<file path="src/rtl/detonator_sequencer.sv">
// Control sequencer for the keypad-code detonator: code entry, code setup and code check with a
// retry lockout, then the fire countdown. Outputs are registered from next-state values.
module detonator_sequencer #(
  parameter int unsigned N_TRIES      = 3,
  parameter int unsigned COUNT_SEC    = 9,
  parameter int unsigned TICK_CYCLES  = 4,
  parameter int unsigned LOCK_CYCLES  = 16,
  parameter logic [15:0] DEFAULT_CODE = 16'h2580
) (
  input  logic       clk,
  input  logic       rst,
  input  logic [9:0] A,
  input  logic       setup,
  input  logic       ready,
  input  logic       sure,
  input  logic       fire,
  input  logic       wait_t,
  output logic [3:0] m_disp,
  output logic       lt,
  output logic       bt,
  output logic       rt,
  output logic       lb
);

  typedef enum logic [2:0] {
    StIdle, StSet, StEntry, StCheck, StArmed, StCount, StFired, StLock
  } state_e;

  localparam int unsigned TickW = (TICK_CYCLES > 1) ? $clog2(TICK_CYCLES) : 1;
  localparam int unsigned LockW = (LOCK_CYCLES > 1) ? $clog2(LOCK_CYCLES) : 1;
  localparam logic [TickW-1:0] TickLast = TickW'(TICK_CYCLES - 1);
  localparam logic [LockW-1:0] LockLast = LockW'(LOCK_CYCLES - 1);

  state_e           state_q, state_d;
  logic [15:0]      code_q, code_d;
  logic [15:0]      buffer_q, buffer_d;
  logic [2:0]       digit_cnt_q, digit_cnt_d;
  logic [2:0]       tries_q, tries_d;
  logic [3:0]       cnt_q, cnt_d;
  logic [TickW-1:0] tick_q, tick_d;
  logic [LockW-1:0] lock_q, lock_d;
  logic [9:0]       a_prev_q;
  logic             sure_prev_q, fire_prev_q, ready_prev_q;
  logic [3:0]       m_disp_q, m_disp_d;
  logic             lt_q, lt_d, bt_q, bt_d, rt_q, rt_d, lb_q, lb_d;

  logic       key_onehot, key_press, sure_edge, fire_edge, ready_edge, mismatch_err;
  logic [3:0] key_digit;

  always_comb begin
    key_digit = 4'd0;
    for (int i = 0; i < 10; i++) begin
      if (A[i]) key_digit = 4'(i);
    end
  end

  assign key_onehot = (A != 10'd0) && ((A & (A - 10'd1)) == 10'd0);
  assign key_press  = key_onehot && (a_prev_q == 10'd0);
  assign sure_edge  = sure & ~sure_prev_q;
  assign fire_edge  = fire & ~fire_prev_q;
  assign ready_edge = ready & ~ready_prev_q;

  // State register plus datapath and output flops.
  always_ff @(posedge clk) begin
    if (rst) begin
      state_q      <= StIdle;
      code_q       <= DEFAULT_CODE;
      buffer_q     <= 16'd0;
      digit_cnt_q  <= 3'd0;
      tries_q      <= 3'd0;
      cnt_q        <= 4'd0;
      tick_q       <= '0;
      lock_q       <= '0;
      a_prev_q     <= 10'd0;
      sure_prev_q  <= 1'b0;
      fire_prev_q  <= 1'b0;
      ready_prev_q <= 1'b0;
      m_disp_q     <= 4'hF;
      lt_q         <= 1'b0;
      bt_q         <= 1'b0;
      rt_q         <= 1'b0;
      lb_q         <= 1'b0;
    end else begin
      state_q      <= state_d;
      code_q       <= code_d;
      buffer_q     <= buffer_d;
      digit_cnt_q  <= digit_cnt_d;
      tries_q      <= tries_d;
      cnt_q        <= cnt_d;
      tick_q       <= tick_d;
      lock_q       <= lock_d;
      a_prev_q     <= A;
      sure_prev_q  <= sure;
      fire_prev_q  <= fire;
      ready_prev_q <= ready;
      m_disp_q     <= m_disp_d;
      lt_q         <= lt_d;
      bt_q         <= bt_d;
      rt_q         <= rt_d;
      lb_q         <= lb_d;
    end
  end

  always_comb begin
    state_d      = state_q;
    code_d       = code_q;
    buffer_d     = buffer_q;
    digit_cnt_d  = digit_cnt_q;
    tries_d      = tries_q;
    cnt_d        = cnt_q;
    tick_d       = tick_q;
    lock_d       = lock_q;
    mismatch_err = 1'b0;
    unique case (state_q)
      StIdle: begin
        // wait_t outranks the mode buttons, so it blocks leaving IDLE.
        if (!wait_t && (setup || ready_edge)) begin
          state_d     = setup ? StSet : StEntry;
          buffer_d    = 16'd0;
          digit_cnt_d = 3'd0;
        end
      end
      StSet, StEntry: begin
        if (wait_t) begin
          state_d = StIdle;
        end else if (sure_edge) begin
          if (digit_cnt_q == 3'd4) begin
            if (state_q == StSet) begin
              code_d  = buffer_q;
              state_d = StIdle;
            end else begin
              state_d = StCheck;
            end
          end
        end else if (key_press && digit_cnt_q != 3'd4) begin
          buffer_d    = {buffer_q[11:0], key_digit};
          digit_cnt_d = digit_cnt_q + 3'd1;
        end
      end
      StCheck: begin
        if (buffer_q == code_q) begin
          state_d = StArmed;
          tries_d = 3'd0;
        end else begin
          tries_d = tries_q + 3'd1;
          if (({1'b0, tries_q} + 4'd1) >= 4'(N_TRIES)) begin
            state_d = StLock;
            lock_d  = '0;
          end else begin
            state_d      = StEntry;
            mismatch_err = 1'b1;
            buffer_d     = 16'd0;
            digit_cnt_d  = 3'd0;
          end
        end
      end
      StArmed: begin
        if (wait_t) begin
          state_d = StIdle;
        end else if (fire_edge) begin
          state_d = StCount;
          cnt_d   = 4'(COUNT_SEC);
          tick_d  = '0;
        end
      end
      StCount: begin
        if (wait_t) begin
          state_d = StIdle;
        end else if (tick_q == TickLast) begin
          tick_d = '0;
          cnt_d  = cnt_q - 4'd1;
          if (cnt_q == 4'd1) state_d = StFired;
        end else begin
          tick_d = tick_q + 1'b1;
        end
      end
      StFired: ;
      StLock: begin
        if (lock_q == LockLast) begin
          state_d = StIdle;
          tries_d = 3'd0;
        end else begin
          lock_d = lock_q + 1'b1;
        end
      end
    endcase
  end

  always_comb begin
    m_disp_d = 4'hF;
    lt_d     = 1'b0;
    rt_d     = 1'b0;
    lb_d     = 1'b0;
    bt_d     = mismatch_err;
    unique case (state_d)
      StSet, StEntry: m_disp_d = (digit_cnt_d == 3'd0) ? 4'hF : buffer_d[3:0];
      StArmed:        lt_d = 1'b1;
      StCount: begin
        lt_d     = 1'b1;
        m_disp_d = cnt_d;
      end
      StFired: begin
        lb_d     = 1'b1;
        m_disp_d = 4'h0;
      end
      StLock:         rt_d = 1'b1;
      default:        m_disp_d = 4'hF;
    endcase
  end

  assign m_disp = m_disp_q;
  assign lt     = lt_q;
  assign bt     = bt_q;
  assign rt     = rt_q;
  assign lb     = lb_q;

endmodule
</file>
<file path="config.mk">
export PLATFORM = sky130hd
export DESIGN_NAME = detonator_sequencer
export DESIGN_NICKNAME = d
export VERILOG_FILES = /design/src/rtl/detonator_sequencer.sv
export SDC_FILE = /design/constraint.sdc
export NUM_CORES = 1
export LEC_CHECK = 0
export CAP_MARGIN = 20
export CORE_MARGIN = 5
export CORE_UTILIZATION = 56
export CTS_BUF_LIST = sky130_fd_sc_hd__clkbuf_4 sky130_fd_sc_hd__clkbuf_8
export DETAILED_ROUTE_END_ITERATION = 8
export PLACE_DENSITY_LB_ADDON = 0.08
export SETUP_SLACK_MARGIN = 0.05
export SLEW_MARGIN = 10
export SYNTH_ARGS = -nofsm -noshare
export SYNTH_HDL_FRONTEND = slang
export SYNTH_SLANG_ARGS = --single-unit
</file>
<file path="constraint.sdc">
create_clock -name clk -period 4.55 [get_ports clk]
set_input_delay 0.91 -clock clk [delete_from_list [all_inputs] [get_ports clk]]
set_output_delay 0.91 -clock clk [all_outputs]
set_load 0.02 [all_outputs]
</file>
==> results.md <==
- Top_reg_cell synth: dfxtp_1
- Met1 WL: 3275 um
- First-pass GRT wire length: 12,340 um
- Sequential power share: 48.1%
- Comb pwr share: 7.3%
- Highest Signal Layer: met4
- WL met3: 358 um
- Worst hold path class: flip-flop to flip-flop
- Post-CTS sizing: 0
- Final Setup Violations: 0
- Row count: 28
- Ys async rst share: 0%
- Die Height: 87.92 um
- Worst Skew: 8.578 ps
- I/O Buffers: 24
- Post-synthesis register bit count: 72
- Max Slew Vio Count: 0
- CP Launch Type: flip-flop
- 1st-pass router iterations: 4
- GPL Wtd Cong: 0.8421
- TritonCTS clock tree: built
- Antenna diodes: 0
- Tcrit/Tclk final: 85.69%
- Via count: 2,827
- Status: completed
- Worst vdd ir: 0.2585 mV
- Net switching power: 0.2957 mW
- Count of final hold-check violations: 0
- Area growth, synth to finish: 16.05%
- Routed Antenna Nets: 0
- Post-Syn Area: 0.003400 mm2
- Net Sw Frac: 22.01%
- Top-area cell type share of the netlist area: 42.40%
- Die width: 87.92 um
- Post-Syn Area per Cell: 8.628 um2
- Clock Latency Late Sink: 340 ps
- Root Driver: clkbuf_8
- Post-synth cell types: 48
- Hpwl dp: 4932 um
- Place WS: 538.4 ps
- Setup TNS: 0 ps
- Max-cap viol count: 0
- Fill cell count: 506
- Clock power share: 44.6%
- Initial core utilization: 57.42%
- Worst-Margin Slew: 712.0 ps
- Setup Crit Path Kind: flip-flop to flip-flop
- Yosys Warn Count: 0
- Critical Path RT: 4820 ps
- Worst-path clk slew: 80 ps
- Post-route cell area: 0.003945 mm2
- Lkg Pwr: 1.589 nW
- Top Ports: 25
- Leading area contributor after synthesis: dfxtp_1
- Post-synthesis net count: 422
- Met2 WL: 3605 um
- Peak Freq: 256.5 MHz
- Fraction of layout cells with a size suffix above 1: 5.952%
- Overflow after GRT: 0
- P_int: 1.048 mW
- Final WS setup: 651.1 ps
- Total die area: 0.007729 mm2
- Overall routed net length: 7387 um
- PD cells: 340.5 mW/mm2
- DRC: 0
- Max_slew headroom: 52.41%
- Sink Count: 72
- Worst Path Arrival: 4170 ps
- Clock buffer depth: 2
- Cell Area, Placed: 0.003687 mm2
- DR iter-0 viols: 128
- Number of flops mapped to enable cells by yosys: 0
- Hold Buf Count CTS: 0
- Vias per cell: 5.711
- Seq/Total Area, Yosys: 42.40%
- Area contributors post-synth: dfxtp_1 42%, nor2_1 8.5%, xor2_1 5.2%
- Core box area: 0.005921 mm2
- Cells after Synth: 394
- Max Fanout on Critical Path: 7
- CP endpoint kind: flip-flop
- Final nets: 444
- Tmin final: 3899 ps
- Hold Slack: 489.4 ps
- Buffer count from post-CTS setup fixing: 0
- CTS buffer count: 9
- Wire length per cell: 14.92 um
- Vias in the first global route: 2,694
- H-tree depth: 3
- GRT Util Overall: 20.33%
- Initial antenna violation count: 0
- Unrepaired setup endpoints after global routing: no
- Largest net degree at the start of global routing: 64
placed cells by master (no fill, tap or decap), drive strengths merged, types with 2 or more instances in the layout:
| master | instances |
|---|---|
| nand3b | 3 |
| inv | 17 |
| xnor2 | 2 |
| nand2 | 13 |
| a211oi | 3 |
| buf | 6 |
| o21a | 3 |
| a21o | 3 |
| a21oi | 18 |
| clkbuf | 10 |
| a211o | 5 |
| nor4b | 3 |
| ha | 11 |
| a31oi | 2 |
| bufinv | 3 |
| a2111o | 2 |
| a22oi | 18 |
| xor2 | 20 |
| nor3 | 5 |
| nor2 | 77 |
| dfxtp | 72 |
| o21ai | 10 |
| nand2b | 5 |
| clkdlybuf4s50 | 23 |
| nor2b | 16 |
| nand3 | 11 |
| nor3b | 2 |
| mux2i | 16 |
| nor4 | 8 |
| nand4 | 10 |
| a22o | 2 |
| and2 | 3 |
| or3 | 2 |
cell families (layout without fill, tap and decap cells):
| family | count (synthesis) | after routing | share of synthesized area (%) |
|---|---|---|---|
| AO/OA/AOI/OAI | 75 | 75 | 15.38 |
| XOR/XNOR | 22 | 22 | 5.668 |
| adder cells (fa/ha/maj) | 11 | 11 | 4.049 |
| buffers and inverters | 35 | 61 | 3.975 |
| flip-flops | 72 | 72 | 42.40 |
| multiplexers | 16 | 16 | 4.711 |
| AND/OR/NAND/NOR | 163 | 163 | 23.81 |
per-layer routing:
| metal | up-vias | GRT usage [%] |
|---|---|---|
| met3 | 15 | 4.327 |
| met2 | 58 | 33.01 |
| met5 | - | 0 |
| met4 | 0 | 8.229 |
| met1 | 1337 | 26.31 |
| li1 | 1417 | - |
registers in the layout, indices dropped and copies added, names as in the netlist, 2 cells and up:
signal,count
lock_q,4
a_prev_q,10
tries_q,3
tick_q,2
state_q,3
code_q,16
cnt_q,4
digit_cnt_q,3
m_disp,4
buffer_q,16
path summary, 6_finish.rpt:
kind / start / to / slack, ps / cells after the start
worst max-delay path: buffer_q[7] / m_disp[2] / 650 / 12
worst min-delay path: code_q[13] / code_q[13] / 490 / 1
worst max register to register: buffer_q[7] / m_disp[2] / 650 / 12
worst min register to register: code_q[13] / code_q[13] / 490 / 1
power groups by stage:
| stage | Combinational [mW] | Clock (mW) | Sequential (mW) |
|---|---|---|---|
| final | 0.0986 | 0.599 | 0.646 |
| after floorplan | 0.0580 | 0 | 0.660 |
| after global routing | 0.108 | 0.646 | 0.647 |
| after CTS | 0.0971 | 0.612 | 0.645 |
| after detailed placement | 0.0960 | 0 | 0.660 |
| after global placement | 0.0946 | 0 | 0.660 |
synth_stat cells (5+ instances only):
| library cell | count |
|---|---|
| nor4_1 | 7 |
| nand3_1 | 11 |
| a22oi_1 | 18 |
| a21oi_1 | 18 |
| xor2_1 | 20 |
| o21ai_0 | 10 |
| dfxtp_1 | 72 |
| clkbuf_1 | 16 |
| inv_1 | 17 |
| nor3_1 | 5 |
| ha_1 | 11 |
| nor2b_1 | 16 |
| nand4_1 | 10 |
| nor2_1 | 77 |
| mux2i_1 | 16 |
| nand2_1 | 13 |
| a211o_1 | 5 |
| nand2b_1 | 5 |
worst max-delay path, stage by stage (launching register included):
cell and delay, ps:
dfxtp_1 370, xor2_1 180, nor4_1 490, and4_1 440, nor2_1 150, a311oi_1 530, ha_1 300, nor2_1 70
nor3_1 150, o21ai_0 190, or4_1 500, a211o_1 360, nand4_1 90
stage by stage:
stage / util (%) / power, mW / std cells
floorplan: - / 0.7179 / 394
global placement: 62.28 / 0.7548 / 479
detailed placement: 62.28 / 0.7562 / 479
CTS: 66.29 / 1.355 / 494
global route: 66.63 / 1.401 / 495
finish: 66.63 / 1.343 / 495
area by class of cell:
type	count	area, um2	share of cell area (%)
multi-input combinational	287	1823	46.21
sequential	72	1441	36.54
timing repair buffer	29	285.3	7.231
clock buffer	10	131.4	3.330
clock inverter	5	106.4	2.696
tap	75	93.84	2.379
inverter	17	63.81	1.618
Power figures use the tool's default switching activity.
